<file path="src/rtl/demux4way32_fifo_pkg.sv">
// Shared datapath constants: 4-way select encoding and the default word width.
package demux4way32_fifo_pkg;

  localparam logic [1:0] SEL_A = 2'b00;
  localparam logic [1:0] SEL_B = 2'b01;
  localparam logic [1:0] SEL_C = 2'b10;
  localparam logic [1:0] SEL_D = 2'b11;

  localparam int unsigned WIDTH_DEF = 32;

endpackage

</file>
<file path="src/rtl/demux_chan_fifo.sv">
// Single-clock synchronous FIFO for one demux channel; registered storage, mux read at the head.
module demux_chan_fifo
  import demux4way32_fifo_pkg::*;
#(
  parameter int unsigned WIDTH = WIDTH_DEF,
  parameter int unsigned DEPTH = 4,
  parameter int unsigned CW    = $clog2(DEPTH) + 1
) (
  input  logic             clk,
  input  logic             rst_n,
  input  logic             push,
  input  logic [WIDTH-1:0] wdata,
  input  logic             pop,
  output logic [WIDTH-1:0] rdata,
  output logic [CW-1:0]    count,
  output logic             full,
  output logic             empty
);

  localparam int unsigned PW = $clog2(DEPTH);

  logic [WIDTH-1:0] r_mem [DEPTH];
  logic [PW-1:0]    r_wptr;
  logic [PW-1:0]    r_rptr;
  logic [CW-1:0]    r_count;
  logic             w_push;
  logic             w_pop;

  assign full  = (r_count == CW'(DEPTH));
  assign empty = (r_count == '0);
  assign count = r_count;
  assign rdata = r_mem[r_rptr];

  // Guarded here as well so the counter can never leave 0..DEPTH.
  assign w_push = push && !full;
  assign w_pop  = pop && !empty;

  always_ff @(posedge clk) begin
    if (!rst_n) begin
      r_mem   <= '{default: '0};
      r_wptr  <= '0;
      r_rptr  <= '0;
      r_count <= '0;
    end else begin
      if (w_push) begin
        r_mem[r_wptr] <= wdata;
        r_wptr        <= r_wptr + 1'b1;
      end
      if (w_pop) begin
        r_rptr <= r_rptr + 1'b1;
      end
      case ({w_push, w_pop})
        2'b10:   r_count <= r_count + 1'b1;
        2'b01:   r_count <= r_count - 1'b1;
        default: r_count <= r_count;
      endcase
    end
  end

endmodule

</file>
<file path="src/rtl/demux4way32_fifo.sv">
// Registered 1-to-4 demux with a FIFO per channel; a stalled consumer only blocks its own channel.
module demux4way32_fifo
  import demux4way32_fifo_pkg::*;
#(
  parameter int unsigned WIDTH = WIDTH_DEF,
  parameter int unsigned DEPTH = 4,
  parameter int unsigned CW    = $clog2(DEPTH) + 1
) (
  input  logic             clk,
  input  logic             rst_n,
  input  logic             in_valid,
  output logic             in_ready,
  input  logic [WIDTH-1:0] in_data,
  input  logic [1:0]       in_sel,
  output logic [3:0]       out_valid,
  input  logic [3:0]       out_ready,
  output logic [WIDTH-1:0] out_data_a,
  output logic [WIDTH-1:0] out_data_b,
  output logic [WIDTH-1:0] out_data_c,
  output logic [WIDTH-1:0] out_data_d,
  output logic [CW-1:0]    count_a,
  output logic [CW-1:0]    count_b,
  output logic [CW-1:0]    count_c,
  output logic [CW-1:0]    count_d
);

  logic [WIDTH-1:0] w_rdata [4];
  logic [CW-1:0]    w_count [4];
  logic [3:0]       w_full;
  logic [3:0]       w_empty;
  logic [3:0]       w_push;
  logic [3:0]       w_pop;

  // Depends only on in_sel and registered state, never on out_ready.
  assign in_ready  = !w_full[in_sel];
  assign out_valid = ~w_empty;
  assign w_pop     = out_valid & out_ready;

  always_comb begin
    w_push = '0;
    if (in_valid && in_ready) begin
      case (in_sel)
        SEL_A:   w_push = 4'b0001;
        SEL_B:   w_push = 4'b0010;
        SEL_C:   w_push = 4'b0100;
        SEL_D:   w_push = 4'b1000;
        default: w_push = '0;
      endcase
    end
  end

  for (genvar g = 0; g < 4; g++) begin : g_chan
    demux_chan_fifo #(
      .WIDTH (WIDTH),
      .DEPTH (DEPTH),
      .CW    (CW)
    ) u_fifo (
      .clk   (clk),
      .rst_n (rst_n),
      .push  (w_push[g]),
      .wdata (in_data),
      .pop   (w_pop[g]),
      .rdata (w_rdata[g]),
      .count (w_count[g]),
      .full  (w_full[g]),
      .empty (w_empty[g])
    );
  end

  assign out_data_a = w_rdata[0];
  assign out_data_b = w_rdata[1];
  assign out_data_c = w_rdata[2];
  assign out_data_d = w_rdata[3];
  assign count_a    = w_count[0];
  assign count_b    = w_count[1];
  assign count_c    = w_count[2];
  assign count_d    = w_count[3];

endmodule

</file>
<file path="config.mk">
export PLATFORM = sky130hd
export DESIGN_NAME = demux4way32_fifo
export DESIGN_NICKNAME = d
export VERILOG_FILES = /design/src/rtl/demux4way32_fifo_pkg.sv /design/src/rtl/demux_chan_fifo.sv /design/src/rtl/demux4way32_fifo.sv
export SDC_FILE = /design/constraint.sdc
export NUM_CORES = 1
export LEC_CHECK = 0
export BUFFER_PORTS_ARGS = -buffer_cell sky130_fd_sc_hd__buf_2
export CAP_MARGIN = 20
export CORE_UTILIZATION = 30
export CTS_CLUSTER_DIAMETER = 40
export DETAILED_ROUTE_END_ITERATION = 8
export GPL_TIMING_DRIVEN = 1
export PLACE_DENSITY = 0.51
export SKIP_CTS_REPAIR_TIMING = 1
export SYNTH_ARGS = -nofsm -noshare
export SYNTH_HDL_FRONTEND = slang
export SYNTH_SLANG_ARGS = --single-unit
</file>
<file path="constraint.sdc">
create_clock -name clk -period 4.03 [get_ports clk]
set_clock_uncertainty 0.1 [all_clocks]
set_input_delay 0.403 -clock clk [delete_from_list [all_inputs] [get_ports clk]]
set_output_delay 0.403 -clock clk [all_outputs]
set_load 0.02 [all_outputs]
</file>
==> summary.md, run 1 <==
| Metric | Value |
|---|---|
| Port Buffers | `~190` |
| DRT Pass-1 Iters | `5` |
| Post-Synth Simple-Gate Area | `a little under an eighth` |
| Int Pwr | `roughly 12 mW` |
| Clk_lat worst skew | `between 0.6 and 0.7 ns` |
| P&R area growth vs syn | `21.8%` |
| Bufs on Longest Clock Path | `3` |
| F_max | `328 MHz` |
| DRC violation count after routing | `0` |
| Worst setup SP type | `flop` |
| Die height | `about 280 µm` |
| Status | `complete, no violations` |
| Maximum vdd drop | `~360 µV` |
| CTS Sinks | `540` |
| Worst-Margin Slew | `between 1 and 1.5 ns` |
| Fin crit share | `about three quarters` |
| Largest net degree at the start of global routing | `around 270` |
| CTS root buffer | `clkbuf_16` |
| Post-synthesis cell area | `23,400 µm²` |
| Core Util, Final | `roughly 37%` |
| CTS tree | `yes` |
| Syn_area_per_cell | `11.3 µm²` |
| Max-slew headroom | `about a fifth` |
| Final Hold Fails | `0` |
| Vias | `15,700` |
| CP required | `about 3.5 ns` |
| GPL Wtd Cong | `roughly 0.73` |
| Sw Share | `a little over a quarter` |
| Combinational group share of total power | `about a tenth` |
| Share of cells above drive strength 1 | `24.1%` |
| Post-synthesis mux area share | `roughly 35%` |
| CP Max Fanout | `16` |
| Total die area | `a little under 80,000 µm²` |
| RSZ-0062 raised after global routing | `no` |
| Power per cell area | `approximately 570 nW/µm²` |
| First-pass GRT wire length | `96,500 µm` |
| Nets@finish | `2,279` |
| Warnings, synthesis | `0` |
| Syn Inst Count | `2,080` |
| Total CTS buffers | `99` |
| Yosys cell types | `33` |
| #FFs+latches synth | `540` |
| Reg clk slew, reported paths | `about 0.050 ns` |
| DRT iter0 DRCs | `851` |
| Core Footprint | `77,300 µm²` |
| Pleak | `10.9 nW` |
| Hold Path Class | `in2reg` |
| P_sw | `4.26 mW` |
| Clock power frac | `a little over half` |
| Sequential-to-total area share from yosys stat | `between 40% and 50%` |
| Total Routing Usage GR | `16.0%` |
| Power consumption | `roughly 16 mW` |
| Final wirelength | `between 60,000 and 70,000 µm` |
| Avg Vias per Cell | `about 4.7` |
| Antenna violations before repair | `3` |
| Compound-gate portion of the synthesized area | `0.642%` |
| Die Width | `281 µm` |
| Largest family of logic cells by synthesized area | `multiplexers` |
| Seq pwr share | `34.8%` |
| Final setup vio count | `0` |
| Hold Crit Depth | `4` |
| Post-Synth Adder-Cell Area | `~1.4%` |
| Crit Path Class | `reg2out` |
| CTS HTree Levels | `3` |
| Max_cap viols | `0` |
| Row cnt | `102` |
| Final worst path period need | `between 3 and 4 ns` |
| I/O pins | `about 190` |
| Vias in the first global route | `about 16,000` |
| XOR/XNOR Fraction of Synth Area | `less than 1%` |
| Routed Antenna Nets | `0` |
| Worst-case reg-to-reg path depth | `9` |
| Grt total ovfl | `0` |
| Final slew viol count | `0` |
| Detailed Place HPWL | `between 40,000 and 50,000 µm` |
| Initial Utilization | `30.3%` |
| Mapped Nets | `about 2,100` |
| Final TNS setup | `0 ns` |
| Crit path DAT | `2.54 ns` |
| WL/cell | `about 19 µm` |
| Crit end category | `primary output` |
## final timing paths
check                                                from                                       to  slack, ns
hold / removal                               out_ready[1]  g_chan[1].u_fifo.r_rptr[0]$_SDFFE_PN0P_       0.12
setup / recovery  g_chan[2].u_fifo.r_rptr[0]$_SDFFE_PN0P_                           out_data_c[11]       0.98
hold reg to reg   g_chan[1].u_fifo.r_mem[90]$_SDFFE_PN0P_  g_chan[1].u_fifo.r_mem[90]$_SDFFE_PN0P_       0.35
setup reg to reg   g_chan[0].u_fifo.count[2]$_SDFFE_PN0P_   g_chan[0].u_fifo.count[2]$_SDFFE_PN0P_       1.26
## flip-flops by register name (all words and copies together), names as in the netlist
register              count
g_chan.u_fifo.count      12
g_chan.u_fifo.r_rptr      8
g_chan.u_fifo.r_mem     512
g_chan.u_fifo.r_wptr      8
## power groups by stage
stage	combinational, mW	sequential [mW]	clock (mW)
final	1.75	5.71	8.93
after global routing	1.90	5.73	9.40
after CTS	1.80	5.71	9.13
after detailed placement	1.80	5.82	0
after global placement	1.78	5.81	0
after floorplan	1.37	5.69	0
## per-stage QoR
step | worst slack (ns) | instance area (µm²) | hold WS [ns] | cells
final | 0.983 | 28500 | 0.125 | 3341
after global placement | 1.30 | 24900 | 0.338 | 3153
after detailed placement | 1.28 | 24900 | 0.345 | 3153
after floorplan | 1.43 | 23400 | 0.332 | 2080
after CTS | 0.885 | 28500 | 0.0873 | 3339
after global routing | 0.827 | 28500 | 0.127 | 3340
## synth_stat cells (all sizes together)
library cell / n / area [µm²]
or3b: 1 / 8.76
nand2b: 1 / 6.26
mux2i: 521 / 5220
ha: 20 / 250
fa: 4 / 80.1
o311ai: 4 / 35.0
nor3: 9 / 135
or3: 8 / 50.1
xor2: 4 / 35.0
inv: 24 / 90.1
mux2: 1 / 11.3
and2: 13 / 81.3
o21ai: 8 / 40.0
buf: 71 / 624
nor2b: 4 / 25.0
mux4: 128 / 2880
o31a: 4 / 35.0
nor3b: 6 / 100
dfxtp: 540 / 10800
nor4b: 4 / 95.1
nand3: 4 / 70.1
a21boi: 4 / 30.0
xnor2: 12 / 105
nand2: 574 / 2160
o32a: 1 / 10.0
clkbuf: 110 / 413
## routing by layer
layer	GRT usage, %	vias up	wire length [µm]
met2	27.9	278	31800
met4	6.05	4	1690
li1	-	7457	-
met1	19.7	7862	27500
met3	2.60	114	2250
met5	0	-	16
## cells by family after synthesis
| logic type | Yosys count |
|---|---|
| AO/OA/AOI/OAI | 21 |
| XOR/XNOR | 16 |
| adder cells (fa/ha/maj) | 24 |
| buffers and inverters | 205 |
| flip-flops | 540 |
| multiplexers | 650 |
| AND/OR/NAND/NOR | 624 |
## worst max-delay path, stage by stage, from the launching register on
cell,delay (ns)
dfxtp_2,0.73
buf_4,0.40
mux4_2,0.59
buf_2,0.19
## placed cells by master (no fill, tap or decap), types with 6 or more instances in the layout
| cell | synthesis | final |
|---|---|---|
| mux4_2 | 128 | 128 |
| clkinvlp_4 | 0 | 9 |
| clkinv_2 | 0 | 8 |
| and2_1 | 13 | 13 |
| dfxtp_2 | 0 | 6 |
| or3_1 | 8 | 8 |
| mux2i_1 | 521 | 521 |
| dfxtp_1 | 540 | 534 |
| inv_6 | 0 | 17 |
| clkinv_4 | 0 | 13 |
| ha_1 | 20 | 20 |
| nor3_4 | 8 | 8 |
| clkbuf_16 | 0 | 101 |
| o21ai_0 | 8 | 8 |
| bufinv_16 | 0 | 16 |
| xnor2_1 | 12 | 12 |
| clkbuf_8 | 0 | 14 |
| nand2_1 | 573 | 573 |
| inv_1 | 24 | 24 |
| buf_2 | 21 | 184 |
| buf_4 | 12 | 26 |
## final cells by class
class                   instances  area, µm²
diodes                          2       5.00
well taps                    1040       1300
multi-input cells            1335      11500
flip-flops and latches        540      10800
clock inverters                67        906
fillers                      7596      48800
repair buffers                214       1190
clock buffers                 119       2740
inverters                      24       90.1
Note: power is estimated with default switching activity, not from simulation.
==> run 2, diff against run 1 <==
Clock period 4.03 ns to 2.96 ns, I/O delays scaled along.
==> summary.md, run 2 (synthesis gave the netlist of run 1 again) <==
| Metric | Value |
|---|---|
| Register-to-register path setup slack | `0.33 ns (was 1.26 ns)` |
| CP max stage delay | `0.61 ns (was 0.73 ns)` |
| WHS Endpoint | `g_chan[3].u_fifo.r_rptr[0]$_SDFFE_PN0P_ (was g_chan[1].u_fifo.r_rptr[0]$_SDFFE_PN0P_)` |
| CTS HTree Levels | `3 (unchanged)` |
| Most frequent cells in the layout | `nand2_1, dfxtp_1, mux2i_1 (unchanged)` |
| Combinational group share of total power | `11.8% (was 10.7%)` |
| Critical path's top delay family | `multiplexers (was flip-flops)` |
| Final worst path period need | `approximately 2.7 ns` |
| Final worst slack | `0.242 ns (was 0.983 ns)` |
| DRT Pass-1 Iters | `4 (was 5)` |
| Core Footprint | `77,300 µm² (unchanged)` |
| Reg clk slew, reported paths | `0.05 ns (about the same)` |
| Status | `complete, no violations (unchanged)` |
| Crit end category | `primary output (unchanged)` |
| Die height | `281 µm (unchanged)` |
| Crit Path Class | `reg2out (unchanged)` |
| First-pass GRT wire length | `97,200 µm (was 96,500 µm)` |
| Share of cells above drive strength 1 | `25.0% (was 24.1%)` |
| WL/cell | `18.5 µm (was 18.9 µm)` |
| Worst-case reg-to-reg path depth | `9 (unchanged)` |
| Worst-Margin Slew | `0.749 ns (was 1.22 ns)` |
| Int Pwr | `16.0 mW (was 12.1 mW)` |
| Vias | `15,700 (about the same)` |
| Sw Share | `26.3% (was 26.0%)` |
| Hold Path Class | `in2reg (unchanged)` |
| Clk_lat worst skew | `0.63 ns (about the same)` |
| Area of the multi-input gates | `11,500 µm² (unchanged)` |
| Final Hold Fails | `0 (unchanged)` |
| Crit path DAT | `2.32 ns (was 2.54 ns)` |
| Crit-path slowest cell | `mux4_2 (was dfxtp_2)` |
| Final setup vio count | `0 (unchanged)` |
| Largest net degree at the start of global routing | `127 (was 267)` |
| DRC violation count after routing | `0 (unchanged)` |
| Pleak | `11.0 nW (was 10.9 nW)` |
| Detailed Place HPWL | `40,000 µm (about the same)` |
| Most common cell after layout, fill and taps aside | `nand2_1 (unchanged)` |
| RSZ-0062 raised after global routing | `no (unchanged)` |
| Port Buffers | `185 (unchanged)` |
| Antenna violations before repair | `0 (was 3)` |
| R2R Path Start | `g_chan[2].u_fifo.count[2]$_SDFFE_PN0P_ (was g_chan[0].u_fifo.count[2]$_SDFFE_PN0P_)` |
| Bufs on Longest Clock Path | `3 (unchanged)` |
| GPL Wtd Cong | `0.722 (was 0.729)` |
| Final wirelength | `62,500 µm (was 63,300 µm)` |
| Pre-CTS setup slack | `0.323 ns (was 1.28 ns)` |
| CTS Sinks | `540 (unchanged)` |
| Routed Antenna Nets | `0 (unchanged)` |
| Max_cap viols | `0 (unchanged)` |
| CP required | `2.56 ns (was 3.53 ns)` |
| Total Routing Usage GR | `16.0% (about the same)` |
| Final TNS setup | `0 ns (unchanged)` |
| Maximum vdd drop | `429 µV (was 359 µV)` |
| Core Util, Final | `37.3% (was 36.9%)` |
| Total CTS buffers | `97 (was 99)` |
| Clock power frac | `53.0% (was 54.5%)` |
| CTS root buffer | `clkbuf_16 (unchanged)` |
| Placed cell count | `3,196 (was 3,153)` |
| R2r endpoint | `g_chan[2].u_fifo.count[2]$_SDFFE_PN0P_ (was g_chan[0].u_fifo.count[2]$_SDFFE_PN0P_)` |
| Die Width | `281 µm (unchanged)` |
| F_max | `around 370 MHz` |
| Avg Vias per Cell | `4.65 (was 4.70)` |
| Reg area | `10,800 µm² (unchanged)` |
| CP Max Fanout | `26 (was 16)` |
| Worst setup SP type | `flop (unchanged)` |
| Max reg flops | `512 (unchanged)` |
| Hold path startpoint | `out_ready[3] (was out_ready[1])` |
| Critical Path, Cell by Cell | `buf_12 -> mux4_2 -> buf_2 (was buf_4 -> mux4_2 -> buf_2)` |
| Buf/Inv on CP | `2 (unchanged)` |
| Antenna fix cells | `0 (was 2)` |
| Total die area | `79,100 µm² (unchanged)` |
| I/O pins | `186 (unchanged)` |
| Biggest register | `g_chan.u_fifo.r_mem (unchanged)` |
| Worst hold slack | `0.00145 ns (was 0.125 ns)` |
| Seq pwr share | `35.2% (was 34.8%)` |
| P_sw | `5.73 mW (was 4.26 mW)` |
| DRT iter0 DRCs | `789 (was 851)` |
| Worst path depth | `3 (unchanged)` |
| Hold Crit Depth | `4 (unchanged)` |
| Grt total ovfl | `0 (unchanged)` |
| Final slew viol count | `0 (unchanged)` |
| Nets@finish | `2,320 (was 2,279)` |
| Final std cells w/o fill | `3,377 (was 3,341)` |
| Fillers | `7,657 (was 7,596)` |
| Row cnt | `102 (unchanged)` |
| P&R area growth vs syn | `23.1% (was 21.8%)` |
| Initial Utilization | `30.3% (unchanged)` |
| Fin crit share | `slightly above 90%` |
| Vias in the first global route | `16,700 (was 16,400)` |
| Power per cell area | `754 nW/µm² (was 575 nW/µm²)` |
| CTS tree | `yes (unchanged)` |
| Max-slew headroom | `50.1% (was 18.9%)` |
==> run 2: changes by cell type in the layout (fill, tap and decap cells not counted), sizes merged <==
cell / change
inv: -5
clkinvlp: +3
clkinv: -2
buf: +43
bufinv: -4
diode: -2
clkbuf: +3
==> run 2: per-layer routing <==
| layer | track usage [%] | vias up | share of wire [%] |
|---|---|---|---|
| met2 | 28.2 | 256 | 51 |
| li1 | - | 7533 | - |
| met1 | 19.3 | 7841 | 43 |
| met5 | 0 | - | 0 |
| met4 | 5.30 | 0 | 2.2 |
| met3 | 3.11 | 89 | 4.0 |
==> run 2: cell type report <==
cell class / count / share of cell area, %
Clock buffer: 122 / 9.24
Clock inverter: 59 / 2.71
Inverter: 24 / 0.313
Multi-Input combinational cell: 1335 / 39.8
Sequential cell: 540 / 37.5
Tap cell: 1040 / 4.52
Timing Repair Buffer: 257 / 5.91
==> run 2: power groups by stage <==
| stage | sequential (mW) | clock, mW | combinational, mW |
|---|---|---|---|
| floorplan | 7.75 | 0 | 1.87 |
| global placement | 7.79 | 0 | 2.60 |
| detailed placement | 7.81 | 0 | 2.63 |
| CTS | 7.66 | 11.8 | 2.64 |
| global route | 7.69 | 12.2 | 2.79 |
| finish | 7.66 | 11.5 | 2.56 |
==> run 2: worst max path at each step <==
stage | slack (ns) | startpoint | endpoint
2_1_floorplan | 0.36 | g_chan[0].u_fifo.count[2]$_SDFFE_PN0P_ | g_chan[0].u_fifo.count[2]$_SDFFE_PN0P_
3_3_place_gp | 0.40 | g_chan[2].u_fifo.count[2]$_SDFFE_PN0P_ | g_chan[2].u_fifo.count[2]$_SDFFE_PN0P_
3_5_place_dp | 0.32 | g_chan[2].u_fifo.count[2]$_SDFFE_PN0P_ | g_chan[2].u_fifo.count[2]$_SDFFE_PN0P_
4_1_cts | 0.16 | g_chan[2].u_fifo.r_rptr[0]$_SDFFE_PN0P_ | out_data_c[17]
5_1_grt | 0.11 | g_chan[2].u_fifo.r_rptr[0]$_SDFFE_PN0P_ | out_data_c[17]
6_report | 0.24 | g_chan[2].u_fifo.r_rptr[0]$_SDFFE_PN0P_ | out_data_c[16]
==> run 2: worst min-delay path, delay by kind of cell <==
family | cells | cell delay [ns]
xor+xnor | 1 | 0.14
simple gates | 1 | 0.04
compound gates | 1 | 0.12
buf+inv | 1 | 0.10
==> run 2: per-stage QoR <==
| stage | total power [mW] | instance area (µm²) |
|---|---|---|
| after floorplan | 9.61 | 23400 |
| after global placement | 10.4 | 25400 |
| after detailed placement | 10.4 | 25400 |
| after CTS | 22.1 | 28800 |
| after global routing | 22.6 | 28800 |
| final | 21.7 | 28800 |
==> run 3, diff against run 2 <==
Settings changed: BUFFER_PORTS_ARGS -buffer_cell sky130_fd_sc_hd__buf_2 to -buffer_cell sky130_fd_sc_hd__clkbuf_2.
==> summary.md, run 3 (synthesis gave the netlist of run 1 again) <==
| Metric | Value |
|---|---|
| Sw Share | `25.8% (was 26.3%)` |
| DRT Pass-1 Iters | `5 (was 4)` |
| Bufs on Longest Clock Path | `3 (unchanged)` |
| CTS root buffer | `clkbuf_16 (unchanged)` |
| R2r endpoint | `g_chan[2].u_fifo.count[2]$_SDFFE_PN0P_ (unchanged)` |
| Final Hold Fails | `0 (unchanged)` |
| Crit end category | `primary output (unchanged)` |
| I/O pins | `186 (unchanged)` |
| Final TNS setup | `0 ns (unchanged)` |
| Fin crit share | `92.3% (was 91.8%)` |
| Vias | `15,600 (was 15,700)` |
| Row cnt | `102 (unchanged)` |
| DRT iter0 DRCs | `741 (was 789)` |
| Largest net degree at the start of global routing | `170 (was 127)` |
| Final wirelength | `61,800 µm (was 62,500 µm)` |
| Die Width | `281 µm (unchanged)` |
| First-pass GRT wire length | `95,100 µm (was 97,200 µm)` |
| Routed Antenna Nets | `0 (unchanged)` |
| Max_cap viols | `0 (unchanged)` |
| P&R area growth vs syn | `20.9% (was 23.1%)` |
| Most common cell after layout, fill and taps aside | `nand2_1 (unchanged)` |
| Port Buffers | `185 (unchanged)` |
| Share of cells above drive strength 1 | `23.5% (was 25.0%)` |
| Nets@finish | `2,283 (was 2,320)` |
| Biggest register | `g_chan.u_fifo.r_mem (unchanged)` |
| Core Util, Final | `36.6% (was 37.3%)` |
| Core Footprint | `77,300 µm² (unchanged)` |
| Antenna fix cells | `0 (unchanged)` |
| Max-slew headroom | `47.5% (was 50.1%)` |
| Avg Vias per Cell | `4.69 (was 4.65)` |
| R2R Path Start | `g_chan[2].u_fifo.count[2]$_SDFFE_PN0P_ (unchanged)` |
| Worst-case reg-to-reg path depth | `9 (unchanged)` |
| Fillers | `7,601 (was 7,657)` |
| Grt total ovfl | `0 (unchanged)` |
| Initial Utilization | `30.3% (unchanged)` |
| Final setup vio count | `0 (unchanged)` |
| Power per cell area | `739 nW/µm² (was 754 nW/µm²)` |
| Final Cell Area | `28,300 µm² (was 28,800 µm²)` |
| RSZ-0062 raised after global routing | `no (unchanged)` |
| GPL Wtd Cong | `0.725 (was 0.722)` |
| Total die area | `79,100 µm² (unchanged)` |
| Worst-Margin Slew | `0.785 ns (was 0.749 ns)` |
| Total Routing Usage GR | `15.7% (was 16.0%)` |
| WL/cell | `18.6 µm (was 18.5 µm)` |
| Crit Path Class | `reg2out (unchanged)` |
| Reg clk slew, reported paths | `0.05 ns (about the same)` |
| Clk_lat worst skew | `0.61 ns (was 0.63 ns)` |
| CTS HTree Levels | `3 (unchanged)` |
| CTS Sinks | `540 (unchanged)` |
| F_max | `366 MHz (was 368 MHz)` |
| CP Max Fanout | `19 (was 26)` |
| Register-to-register path setup slack | `0.29 ns (was 0.33 ns)` |
| Antenna violations before repair | `0 (unchanged)` |
| Total CTS buffers | `87 (was 97)` |
| Maximum vdd drop | `299 µV (was 429 µV)` |
| DRC violation count after routing | `0 (unchanged)` |
| Detailed Place HPWL | `39,900 µm (was 40,000 µm)` |
| Combinational group share of total power | `11.9% (was 11.8%)` |
| Max reg flops | `512 (unchanged)` |
| Worst setup SP type | `flop (unchanged)` |
| Hold Path Class | `in2reg (unchanged)` |
| P_sw | `5.38 mW (was 5.73 mW)` |
| Hold Crit Depth | `3 (was 4)` |
| Crit path DAT | `2.34 ns (was 2.32 ns)` |
| Die height | `281 µm (unchanged)` |
| CP required | `2.56 ns (about the same)` |
| Int Pwr | `15.5 mW (was 16.0 mW)` |
| Pleak | `10.7 nW (was 11.0 nW)` |
| Status | `complete, no violations (unchanged)` |
| Cell Area, Placed | `25,200 µm² (was 25,400 µm²)` |
| Most frequent cells in the layout | `nand2_1, dfxtp_1, mux2i_1 (unchanged)` |
| WHS Endpoint | `g_chan[3].u_fifo.r_mem[102]$_SDFFE_PN0P_ (was g_chan[3].u_fifo.r_rptr[0]$_SDFFE_PN0P_)` |
| Hold path startpoint | `rst_n (was out_ready[3])` |
| Clock power frac | `51.2% (was 53.0%)` |
| CTS tree | `yes (unchanged)` |
| Final slew viol count | `0 (unchanged)` |
| Vias in the first global route | `16,600 (was 16,700)` |
| Final worst path period need | `2.73 ns (was 2.72 ns)` |
| Seq pwr share | `36.8% (was 35.2%)` |
[run 3: area by class of cell]
class | instances | area (µm²) | share of cell area [%]
timing repair buffer | 230 | 1500 | 5.30
clock inverter | 45 | 613 | 2.17
clock buffer | 114 | 2500 | 8.85
inverter | 24 | 90.1 | 0.318
multi-input combinational | 1335 | 11500 | 40.5
tap | 1040 | 1300 | 4.60
sequential | 540 | 10800 | 38.2
[run 3: worst max-delay path: stages (launching register included)]
cell,delay [ns]
dfxtp_2,0.64
buf_12,0.27
mux4_2,0.60
clkbuf_2,0.19
[run 3: routing by layer]
metal	up-vias	global-route usage, %	wire length, µm	share of wire (%)
met5	-	0	0	0
li1	7438	-	-	-
met2	280	27.9	31300	51
met4	0	5.77	1520	2.5
met1	7792	18.9	26500	43
met3	91	2.68	2410	3.9
[run 3: power by group through the flow]
stage	clock (mW)	sequential [mW]	combinational, mW
detailed placement	0	7.86	2.56
floorplan	0	7.75	1.87
finish	10.7	7.70	2.49
CTS	11.0	7.71	2.57
global route	11.3	7.73	2.72
global placement	0	7.84	2.54
[run 3: per-stage QoR]
stage | instances | worst slack (ns) | total power, mW | hold WS [ns]
floorplan | 2080 | 0.361 | 9.61 | 0.332
global placement | 3169 | 0.386 | 10.4 | 0.338
detailed placement | 3169 | 0.285 | 10.4 | 0.343
CTS | 3328 | 0.135 | 21.2 | -0.0338
global route | 3328 | 0.0851 | 21.7 | 0.00415
finish | 3328 | 0.228 | 20.9 | 0.0100
[run 3: how the worst max path moves through the flow]
stage                     slack (ns)                                     end                                    start  cells after the start
after floorplan                 0.36  g_chan[0].u_fifo.count[2]$_SDFFE_PN0P_   g_chan[0].u_fifo.count[2]$_SDFFE_PN0P_                     10
after global placement          0.39  g_chan[2].u_fifo.count[2]$_SDFFE_PN0P_   g_chan[2].u_fifo.count[2]$_SDFFE_PN0P_                      9
after detailed placement        0.29  g_chan[2].u_fifo.count[2]$_SDFFE_PN0P_   g_chan[2].u_fifo.count[2]$_SDFFE_PN0P_                      9
after CTS                       0.13                          out_data_b[14]  g_chan[1].u_fifo.r_rptr[0]$_SDFFE_PN0P_                      3
after global routing            0.09  g_chan[2].u_fifo.count[2]$_SDFFE_PN0P_   g_chan[2].u_fifo.count[2]$_SDFFE_PN0P_                      9
final                           0.23                          out_data_b[14]  g_chan[1].u_fifo.r_rptr[0]$_SDFFE_PN0P_                      3
